## src/rtl/a8_pkg.sv

```systemverilog
// Shared constants for the Atari-bus aperture controller: FSM state codes,
// register field offsets, status bit positions and the per-cycle hit class.
package a8_pkg;

    localparam logic [2:0] ST_IDLE   = 3'd0;
    localparam logic [2:0] ST_SETTLE = 3'd1;
    localparam logic [2:0] ST_DECODE = 3'd2;
    localparam logic [2:0] ST_MREQ   = 3'd3;
    localparam logic [2:0] ST_DRAIN  = 3'd4;
    localparam logic [2:0] ST_WWAIT  = 3'd5;
    localparam logic [2:0] ST_WREQ   = 3'd6;
    localparam logic [2:0] ST_HOLD   = 3'd7;

    localparam logic [1:0] OFS_START = 2'd0;
    localparam logic [1:0] OFS_SIZE  = 2'd1;
    localparam logic [1:0] OFS_BANK  = 2'd2;
    localparam logic [1:0] OFS_CTRL  = 2'd3;

    localparam int STAT_LATE_RD = 0;
    localparam int STAT_WP_BLK  = 1;

    typedef enum logic [1:0] {MISS, REG, APER} hit_class_t;

endpackage

```

## src/rtl/a8_phi2_sync.sv

```systemverilog
// Two-flop synchronizer for an asynchronous bus clock, plus single-cycle
// rise/fall pulses taken against a registered copy of the synchronized level.
module a8_phi2_sync (
    input  logic clk,
    input  logic rst_n,
    input  logic async_in,
    output logic rise,
    output logic fall
);

    logic meta;
    logic sync;
    logic sync_d;

    always_ff @(posedge clk or negedge rst_n) begin
        if (!rst_n) begin
            meta   <= 1'b0;
            sync   <= 1'b0;
            sync_d <= 1'b0;
        end else begin
            // NOTE: non-blocking assignments make the three flops shift as one chain per edge.
            meta   <= async_in;
            sync   <= meta;
            sync_d <= sync;
        end
    end

    assign rise = sync & ~sync_d;
    assign fall = ~sync & sync_d;

endmodule

```

## src/rtl/a8_aperture_ctrl.sv

```systemverilog
// Atari bus controller: aperture register window plus bus-cycle sequencer
// towards the memory arbiter. Define APERTURE_WP_EN for per-aperture write protect.
module a8_aperture_ctrl
    import a8_pkg::*;
#(
    parameter int          NUM_APERTURES = 4,
    parameter logic [15:0] REG_BASE      = 16'hD604,
    parameter int          SETTLE_CYCLES = 40,
    parameter int          HOLD_CYCLES   = 4
) (
    input  logic        clk200,
    input  logic        a8_rst_n,
    input  logic        a8_clk,
    input  logic [15:0] a8_addr,
    input  logic        a8_rw_n,
    input  logic [7:0]  a8_data_in,
    output logic [7:0]  a8_data_out,
    output logic        a8_data_oe,
    output logic        a8_extsel_n,
    output logic        mem_req,
    output logic        mem_we,
    output logic [23:0] mem_addr,
    output logic [7:0]  mem_wdata,
    input  logic        mem_ack,
    input  logic [7:0]  mem_rdata
);

    localparam int          SCW        = $clog2(SETTLE_CYCLES + 1);
    localparam int          HCW        = $clog2(HOLD_CYCLES + 2);
    localparam logic [15:0] STATUS_OFS = 16'(4 * NUM_APERTURES);

    logic [7:0]               ap_start [NUM_APERTURES];
    logic [7:0]               ap_size  [NUM_APERTURES];
    logic [7:0]               ap_bank  [NUM_APERTURES];
    logic [NUM_APERTURES-1:0] ap_wp;
    logic [1:0]               status;

    logic [2:0]     state;
    logic [SCW-1:0] settle_cnt;
    logic [HCW-1:0] fall_cnt;
    logic           fell;
    logic [15:0]    ofs_q;
    hit_class_t     cls_q;
    logic           wp_q;
    logic [7:0]     din_d1, din_d2;

    logic phi2_rise, phi2_fall;

    a8_phi2_sync u_sync (
        .clk      (clk200),
        .rst_n    (a8_rst_n),
        .async_in (a8_clk),
        .rise     (phi2_rise),
        .fall     (phi2_fall)
    );

    logic [15:0] reg_ofs;
    logic [7:0]  page;
    logic [7:0]  reg_rdata;
    logic [7:0]  hit_start, hit_bank;
    logic        hit_wp;
    logic [23:0] aper_addr;
    hit_class_t  cls;
    logic        release_now;

    assign reg_ofs     = a8_addr - REG_BASE;
    assign page        = a8_addr[15:8];
    assign aper_addr   = {hit_bank, page - hit_start, a8_addr[7:0]};
    assign release_now = fell && (fall_cnt == HCW'(HOLD_CYCLES));

    always_comb begin
        // NOTE: every output of this block gets a default first, so no path can infer a latch.
        reg_rdata = 8'h00;
        hit_start = 8'h00;
        hit_bank  = 8'h00;
        hit_wp    = 1'b0;
        cls       = MISS;
        if (reg_ofs == STATUS_OFS) reg_rdata = {6'b0, status};
        for (int k = 0; k < NUM_APERTURES; k++) begin
            if (reg_ofs[15:2] == 14'(k)) begin
                case (reg_ofs[1:0])
                    OFS_START: reg_rdata = ap_start[k];
                    OFS_SIZE:  reg_rdata = ap_size[k];
                    OFS_BANK:  reg_rdata = ap_bank[k];
                    default:   reg_rdata = {7'b0, ap_wp[k]};
                endcase
            end
        end
        // Descending scan so the lowest-index hit is the one left standing.
        for (int k = NUM_APERTURES - 1; k >= 0; k--) begin
            if ({1'b0, page} >= {1'b0, ap_start[k]} &&
                {1'b0, page} <  {1'b0, ap_start[k]} + {1'b0, ap_size[k]}) begin
                cls       = APER;
                hit_start = ap_start[k];
                hit_bank  = ap_bank[k];
                hit_wp    = ap_wp[k];
            end
        end
        if (reg_ofs <= STATUS_OFS) cls = REG;
    end

`ifndef APERTURE_WP_EN
    assign ap_wp = '0;
`endif

    always_ff @(posedge clk200 or negedge a8_rst_n) begin
        if (!a8_rst_n) begin
            // NOTE: the aperture registers are plain flops, so they reset like any other state.
            for (int k = 0; k < NUM_APERTURES; k++) begin
                ap_start[k] <= 8'h00;
                ap_size[k]  <= 8'h00;
                ap_bank[k]  <= 8'h00;
            end
`ifdef APERTURE_WP_EN
            ap_wp <= '0;
`endif
            status      <= 2'b00;
            state       <= ST_IDLE;
            settle_cnt  <= '0;
            fall_cnt    <= '0;
            fell        <= 1'b0;
            ofs_q       <= 16'h0000;
            cls_q       <= MISS;
            wp_q        <= 1'b0;
            din_d1      <= 8'h00;
            din_d2      <= 8'h00;
            a8_data_out <= 8'h00;
            a8_data_oe  <= 1'b0;
            a8_extsel_n <= 1'b1;
            mem_req     <= 1'b0;
            mem_we      <= 1'b0;
            mem_addr    <= 24'h000000;
            mem_wdata   <= 8'h00;
        end else begin
            din_d1 <= a8_data_in;
            din_d2 <= din_d1;

            if (phi2_fall) begin
                fell     <= 1'b1;
                fall_cnt <= HCW'(1);
            end else if (fell && fall_cnt <= HCW'(HOLD_CYCLES)) begin
                fall_cnt <= fall_cnt + 1'b1;
            end

            // Bus-side release runs off the fall timer, independent of the memory ack.
            if (release_now && state != ST_DRAIN) begin
                a8_extsel_n <= 1'b1;
                a8_data_oe  <= 1'b0;
            end

            case (state)
                ST_IDLE: if (phi2_rise) begin
                    state      <= ST_SETTLE;
                    settle_cnt <= '0;
                    fell       <= 1'b0;
                    fall_cnt   <= '0;
                end
                ST_SETTLE: begin
                    if (settle_cnt == SCW'(SETTLE_CYCLES - 1)) state <= ST_DECODE;
                    else settle_cnt <= settle_cnt + 1'b1;
                end
                ST_DECODE: begin
                    ofs_q <= reg_ofs;
                    cls_q <= cls;
                    wp_q  <= hit_wp;
                    if (cls == MISS) begin
                        state <= ST_IDLE;
                    end else begin
                        a8_extsel_n <= 1'b0;
                        if (cls == APER) mem_addr <= aper_addr;
                        if (!a8_rw_n) begin
                            state <= ST_WWAIT;
                        end else if (cls == REG) begin
                            a8_data_out <= reg_rdata;
                            a8_data_oe  <= 1'b1;
                            state       <= ST_HOLD;
                        end else begin
                            mem_req <= 1'b1;
                            mem_we  <= 1'b0;
                            state   <= ST_MREQ;
                        end
                    end
                end
                ST_MREQ: begin
                    if (mem_ack) begin
                        mem_req     <= 1'b0;
                        a8_data_out <= mem_rdata;
                        a8_data_oe  <= 1'b1;
                        state       <= ST_HOLD;
                    end else if (phi2_fall) begin
                        status[STAT_LATE_RD] <= 1'b1;
                        state                <= ST_DRAIN;
                    end
                end
                ST_DRAIN: if (mem_ack) begin
                    mem_req     <= 1'b0;
                    a8_extsel_n <= 1'b1;
                    state       <= ST_IDLE;
                end
                ST_WWAIT: if (phi2_fall) begin
                    if (cls_q == REG) begin
                        for (int k = 0; k < NUM_APERTURES; k++) begin
                            if (ofs_q[15:2] == 14'(k)) begin
                                case (ofs_q[1:0])
                                    OFS_START: ap_start[k] <= din_d2;
                                    OFS_SIZE:  ap_size[k]  <= din_d2;
                                    OFS_BANK:  ap_bank[k]  <= din_d2;
                                    default: begin
`ifdef APERTURE_WP_EN
                                        ap_wp[k] <= din_d2[0];
`endif
                                    end
                                endcase
                            end
                        end
                        if (ofs_q == STATUS_OFS) begin
                            if (din_d2[STAT_LATE_RD]) status[STAT_LATE_RD] <= 1'b0;
`ifdef APERTURE_WP_EN
                            if (din_d2[STAT_WP_BLK]) status[STAT_WP_BLK] <= 1'b0;
`endif
                        end
                        state <= ST_HOLD;
                    end else if (wp_q) begin
`ifdef APERTURE_WP_EN
                        status[STAT_WP_BLK] <= 1'b1;
`endif
                        state <= ST_HOLD;
                    end else begin
                        mem_req   <= 1'b1;
                        mem_we    <= 1'b1;
                        mem_wdata <= din_d2;
                        state     <= ST_WREQ;
                    end
                end
                ST_WREQ: if (mem_ack) begin
                    mem_req <= 1'b0;
                    state   <= ST_IDLE;
                end
                default: if (release_now) state <= ST_IDLE;
            endcase
        end
    end

endmodule

```

## config.mk

```make
export PLATFORM = sky130hd
export DESIGN_NAME = a8_aperture_ctrl
export DESIGN_NICKNAME = d
export VERILOG_FILES = /design/src/rtl/a8_pkg.sv /design/src/rtl/a8_phi2_sync.sv /design/src/rtl/a8_aperture_ctrl.sv
export SDC_FILE = /design/constraint.sdc
export NUM_CORES = 1
export LEC_CHECK = 0
export ABC_CLOCK_PERIOD_IN_PS = 6500
export BUFFER_PORTS_ARGS = -buffer_cell sky130_fd_sc_hd__buf_2
export CAP_MARGIN = 10
export CORE_MARGIN = 2
export CORE_UTILIZATION = 60
export CTS_CLUSTER_DIAMETER = 50
export DETAILED_ROUTE_END_ITERATION = 7
export PLACE_DENSITY_LB_ADDON = 0.05
export SETUP_SLACK_MARGIN = 0.3
export SYNTH_ARGS = -nofsm -noshare
export SYNTH_HDL_FRONTEND = slang
export SYNTH_SLANG_ARGS = --single-unit
```

## constraint.sdc

```tcl
create_clock -name clk200 -period 6.5 [get_ports clk200]
set_clock_uncertainty 0.05 [all_clocks]
set_input_delay 1.3 -clock clk200 [delete_from_list [all_inputs] [get_ports clk200]]
set_output_delay 1.3 -clock clk200 [all_outputs]
set_load 0.03 [all_outputs]
```

Word-level counts from Yosys, hierarchy flattened
Index checks and enable logic that the tools add are counted.

Register bits after elaboration: 191. Input port bits: 37. Output and inout bits: 44. Word-level logic and storage cells: 215.

Add/sub/neg operators: 8. $lt $le $gt $ge: 10. Equal/unequal tests: 42. Mux-type cells: 77. Bitwise logic cells: 6. Reduce and logical (&&, ||, !) cells: 41.

Operators with widths (count): $mux W8 (16); $pmux W8 S3 (4); $reduce_and A5 Y1 (13); $eq A14 B2 Y1 const B (4); $mux W3 (14); $add A8 B8 Y9 (4); $lt A8 B9 Y1 (4); $eq A16 B5 Y1 const B (2); $ge A8 B8 Y1 (4); $ne A2 B2 Y1 const B (15); $eq A14 B1 Y1 const B (2); $logic_not A14 Y1 (2); $mux W1 (27); $pmux W3 S6 (1); $le A16 B5 Y1 const B (1); $pmux W8 S2 (1); $sub A16 B16 Y16 const B (1); $reduce_and A7 Y1 (2); $eq A3 B3 Y1 const B (4); $mux W2 (6); $mux W6 (2); $pmux W6 S2 (1); $reduce_and A6 Y1 (2); $reduce_and A3 Y1 (3); 23 further kinds (49).

Depth between registers and ports, before layout
Depth in word-level cells: 13. Depth in mapped cells: 26. Gate-level depth less buffers: 25.

Modules after synthesis
Synthesis repeated with hierarchy kept, for this count alone.

Cell total of the unflattened synthesis: 1228. Area, all modules: 12265.5 um^2.

By module, submodules not included: a8_aperture_ctrl (times used 1, cells each 1223, area an instance 12175.4 um^2, sequential area each 4705.8 um^2); a8_phi2_sync (times used 1, cells each 5, area an instance 90.1 um^2, sequential area each 75.1 um^2).

Worst setup path after synthesis
No wires, ideal clock.

Kind: input to register. From: input port a8_addr[8]. To: register mem_addr[15]. Library setup time: 0.082 ns. Arrival time: 5.210 ns. Data required time: 6.368 ns. Path slack: 1.158 ns. Stages on the path: 20. Buffers on the path: 1. Cells stage by stage: buf_2 -> inv_1 -> ha_1 -> nand2b_1 -> a211oi_1 -> o21ai_0 -> o21a_1 -> a211oi_1 -> a221oi_1 -> a21oi_1 -> a21oi_1 -> ha_1 -> nor2b_1 -> o21ai_0 -> a21boi_0 -> o21ai_0 -> a21oi_1 -> xor2_1 -> or3_1 -> a31oi_1.

Cells in the longest elaborated chain, start to end: 10. Elaborated cells on any way between the ends: 28. Those cells by class: add/sub (2); order compare (9); eq/ne (1); mux (9); bitwise (1); reduce/logical (6).

Ends and longest elaborated chain: start: declaration (RTL line a8_aperture_ctrl.sv:14) `input logic [15:0] a8_addr,`; branches (longest 10 deep; another with $sub A16 B16 Y16); end signal: assignment (RTL line a8_aperture_ctrl.sv:170) `if (cls == APER) mem_addr <= aper_addr;`; end: declaration (RTL line a8_aperture_ctrl.sv:22) `output logic [23:0] mem_addr,`.

Parallel ways; which one is timed is not known. A chain may end at the register's enable or synchronous reset.

Worst setup path after layout
From: register ap_start[1] in the netlist's numbering. To: register mem_addr[15].

Cells in the longest elaborated chain, start to end: 11. Elaborated cells on any way between the ends: 18. Those cells by class: add/sub (2); order compare (2); eq/ne (1); mux (9); bitwise (1); reduce/logical (3).

Ends and longest elaborated chain: start: declaration (RTL line a8_aperture_ctrl.sv:32) `logic [7:0] ap_start [NUM_APERTURES];`; start signal: indexed assignment (RTL line a8_aperture_ctrl.sv:205) `OFS_START: ap_start[k] <= din_d2;`; branches (longest 11 deep; another with $add A8 B8 Y9).

Parallel ways; which one is timed is not known.

==> metrics.md <==
| Metric | Value |
|---|---|
| PnR worst setup slack | `just under 1000 ps` |
| Number of synthesized flops with an enable pin | `0` |
| Die Y | `146 µm` |
| Synth async-reset ratio | `1.00` |
| Largest area contributor in the netlist | `dfrtp_1` |
| Critical path peak fanout | `5` |
| Sw Ratio | `0.384` |
| Peak Freq | `0.181 GHz` |
| Final setup violation count | `0` |
| Core ar. | `0.0197 mm²` |
| Post_cts resized | `0` |
| Arr. time, crit path | `approximately 6000 ps` |
| Post CTS Setup Buffer Count | `0` |
| Post-Synthesis Net Count | `approximately 1300` |
| Worst-Skew Late Latency | `450 ps` |
| Data required, critical path | `approximately 6800 ps` |
| Pwr dens | `between 200 and 300 mW/mm²` |
| CTS Buffer Depth | `2` |
| Fillers | `between 1500 and 2000` |
| # diodes | `0` |
| I/O Buffers | `80` |
| Remaining routing DRC violations | `0` |
| Kind of end point of the critical path | `flip-flop` |
| FF+latch count, synth | `about 190` |
| Post-Syn Instances | `1190` |
| HP Class | `reg2reg` |
| Num CTS Buffers | `17` |
| Global Route Usage Sum | `0.311` |
| Die area | `between 0.02 and 0.025 mm²` |
| Placer congestion estimate | `0.911` |
| Area Overhead vs Synth | `10.6%` |
| Row Count | `51` |
| Netlist area before placement | `approximately 0.012 mm²` |
| Final nets | `~1400` |
| Wire length per cell | `~21 µm` |
| Synth warnings | `1` |
| Clock transition at path regs | `about 80 ps` |
| Largest net degree at the start of global routing | `roughly 180` |
| CP Launch Type | `flip-flop` |
| Max Cap Viol | `0` |
| Boundary Pins | `81` |
| CTS Sinks | `around 190` |
| Clock root cell | `clkbuf_16` |
| Combinational Power Share | `0.306` |
| Period utilization | `0.849` |
| TritonCTS clock tree | `done` |
| Most frequent cells in the layout | `190 x dfrtp_1, 120 x mux2_2, 110 x nand2_1` |
| Worst slack, placed | `approximately 870 ps` |
| Share of layout cells above drive strength 1 | `0.210` |
| RSZ-0062 raised after global routing | `false` |
| Switching power | `around 1.5 mW` |
| First-pass GRT wire length | `about 52000 µm` |
| ANT nets after route | `0` |
| Hold_buf cts | `0` |
| Drt pass-1 iters | `5` |
| Initial Util | `0.616` |
| WS Path Type | `reg2reg` |
| Slew @ Worst Pin | `between 1000 and 1500 ps` |
| Sequential share of power | `0.408` |
| Clock share of power | `0.286` |
| Final wirelength | `32600 µm` |
| Primary FF master, synth | `dfrtp_1` |
| DR iter-0 viols | `800` |
| Pins over their slew limit | `0` |
| Tmin final | `roughly 5500 ps` |
| Library cells used by synthesis | `76` |
| Peak supply drop | `approximately 0.23 mV` |
| Vias/cell | `roughly 6.2` |
| Mapped Avg Cell Area | `~10 µm²` |
| Initial antenna violation count | `0` |
| Via total after detailed routing | `~9500` |
| Max-slew headroom | `0.312` |
| Finished Core Util | `0.681` |
| Area contributors post-synth | `dfrtp_1 39%, mux2_2 11%, ha_1 11%` |
| P_int | `~2.4 mW` |
| Final Hold Viols | `0` |
| Setup tns final | `0 ps` |
| Grt total ovfl | `0` |
| CTS H-Tree Depth | `4` |
| Outcome | `complete, no violations` |
| Seq/Total Area, Yosys | `0.395` |
| Pleak | `between 6 and 7 nW` |
| Commonest non-fill, non-tap cell in the layout | `dfrtp_1` |
| Yosys top cell area share | `0.393` |
| Die width | `about 150 µm` |
| Number of global-route vias before repair | `around 9600` |
| HPWL Detailed | `24000 µm` |
[area by class of cell]
class | count | area, µm² | area share
Inverter | 66 | 248 | 0.0185
Tap cell | 265 | 332 | 0.0248
Multi-Input combinational cell | 887 | 6880 | 0.514
Clock inverter | 15 | 206 | 0.0154
Sequential cell | 191 | 4780 | 0.357
Timing Repair Buffer | 92 | 512 | 0.0382
Clock buffer | 17 | 425 | 0.0318
[stage by stage]
| stage | instance area [µm²] | power [mW] | instances | hold slack (ps) |
|---|---|---|---|---|
| finish | 13400 | 3.85 | 1533 | 302 |
| global route | 13400 | 4.03 | 1533 | 313 |
| CTS | 13400 | 3.86 | 1532 | 304 |
| detailed placement | 12700 | 2.77 | 1500 | 285 |
| global placement | 12700 | 2.73 | 1500 | 282 |
| floorplan | 12100 | 2.40 | 1190 | 281 |
[routing by layer]
metal / vias up / wire length [µm] / track usage
met4: 0 / 926 / 0.102
met5: - / 0 / 0
met1: 4655 / 13600 / 0.399
met3: 55 / 2130 / 0.0690
li1: 4453 / - / -
met2: 332 / 15900 / 0.524
[worst max-delay path, cell delays in order (launching register included)]
cell and delay, ps:
dfrtp_1 460, ha_1 320, a21o_1 180, a21oi_1 240, o21bai_1 100, a21oi_1 240
o21bai_1 90, a21oi_1 180, xor2_1 90, ha_1 290, o211ai_1 90, a21oi_1 140
o211a_1 240, a2bb2oi_1 660, a21oi_1 290, a32oi_1 290, ha_1 300, or3_1 370
o21ai_0 80, a21oi_1 70, xor2_1 150, or3_1 380, a31oi_1 160
[worst paths after layout]
path / startpoint / endpoint / cells past startpoint / slack (ps)
max: ap_start[1]$_DFFE_PN0P_ / mem_addr[15]$_DFFE_PN0P_ / 22 / 980
min: din_d1[0]$_DFF_PN0_ / din_d2[0]$_DFF_PN0_ / 0 / 300
max reg2reg: ap_start[1]$_DFFE_PN0P_ / mem_addr[15]$_DFFE_PN0P_ / 22 / 980
min reg2reg: din_d1[0]$_DFF_PN0_ / din_d2[0]$_DFF_PN0_ / 0 / 300
max in group asynchronous: a8_rst_n / ap_bank[8]$_DFFE_PN0P_ / 2 / 4600
min in group asynchronous: a8_rst_n / mem_addr[4]$_DFFE_PN0P_ / 1 / 650
[Yosys cell counts (15+ instances only)]
library cell  instances
dfrtp_1             190
mux2_2              120
nand2_1             110
ha_1                107
o21ai_0              87
a21oi_1              68
inv_1                66
nor2_1               54
clkbuf_1             41
mux2i_1              37
xnor2_1              25
xor2_1               20
nor2b_1              16
o21a_1               16
nand2b_1             15
[flip-flops by register name, indices dropped and copies added (netlist names)]
signal,cells
ap_bank,32
ap_size,32
ap_start,32
mem_addr,24
ofs_q,16
a8_data_out,8
din_d1,8
din_d2,8
mem_wdata,8
settle_cnt,6
fall_cnt,3
state,3
cls_q,2
a8_data_oe,1
a8_extsel_n,1
fell,1
mem_req,1
mem_we,1
status,1
u_sync.meta,1
u_sync.sync,1
u_sync.sync_d,1
[kinds of logic (layout without fill, tap and decap cells)]
group	count (synthesis)	count (layout)	share of synthesized area
DFF	191	191	0.395
buffers and inverters	112	190	0.0367
AOI/OAI and AO/OA	310	310	0.170
adders and majority gates	112	112	0.119
muxes	157	157	0.142
xor gates and xnor gates	45	45	0.0326
and+or+nand+nor	263	263	0.105
[power groups by stage]
stage | Clock [mW] | Combinational, mW | Sequential [mW]
CTS | 1.11 | 1.18 | 1.57
floorplan | 0 | 0.614 | 1.79
finish | 1.10 | 1.18 | 1.57
global route | 1.15 | 1.28 | 1.60
global placement | 0 | 1.15 | 1.58
detailed placement | 0 | 1.18 | 1.59
No activity file was read; power rests on OpenSTA's default activity.
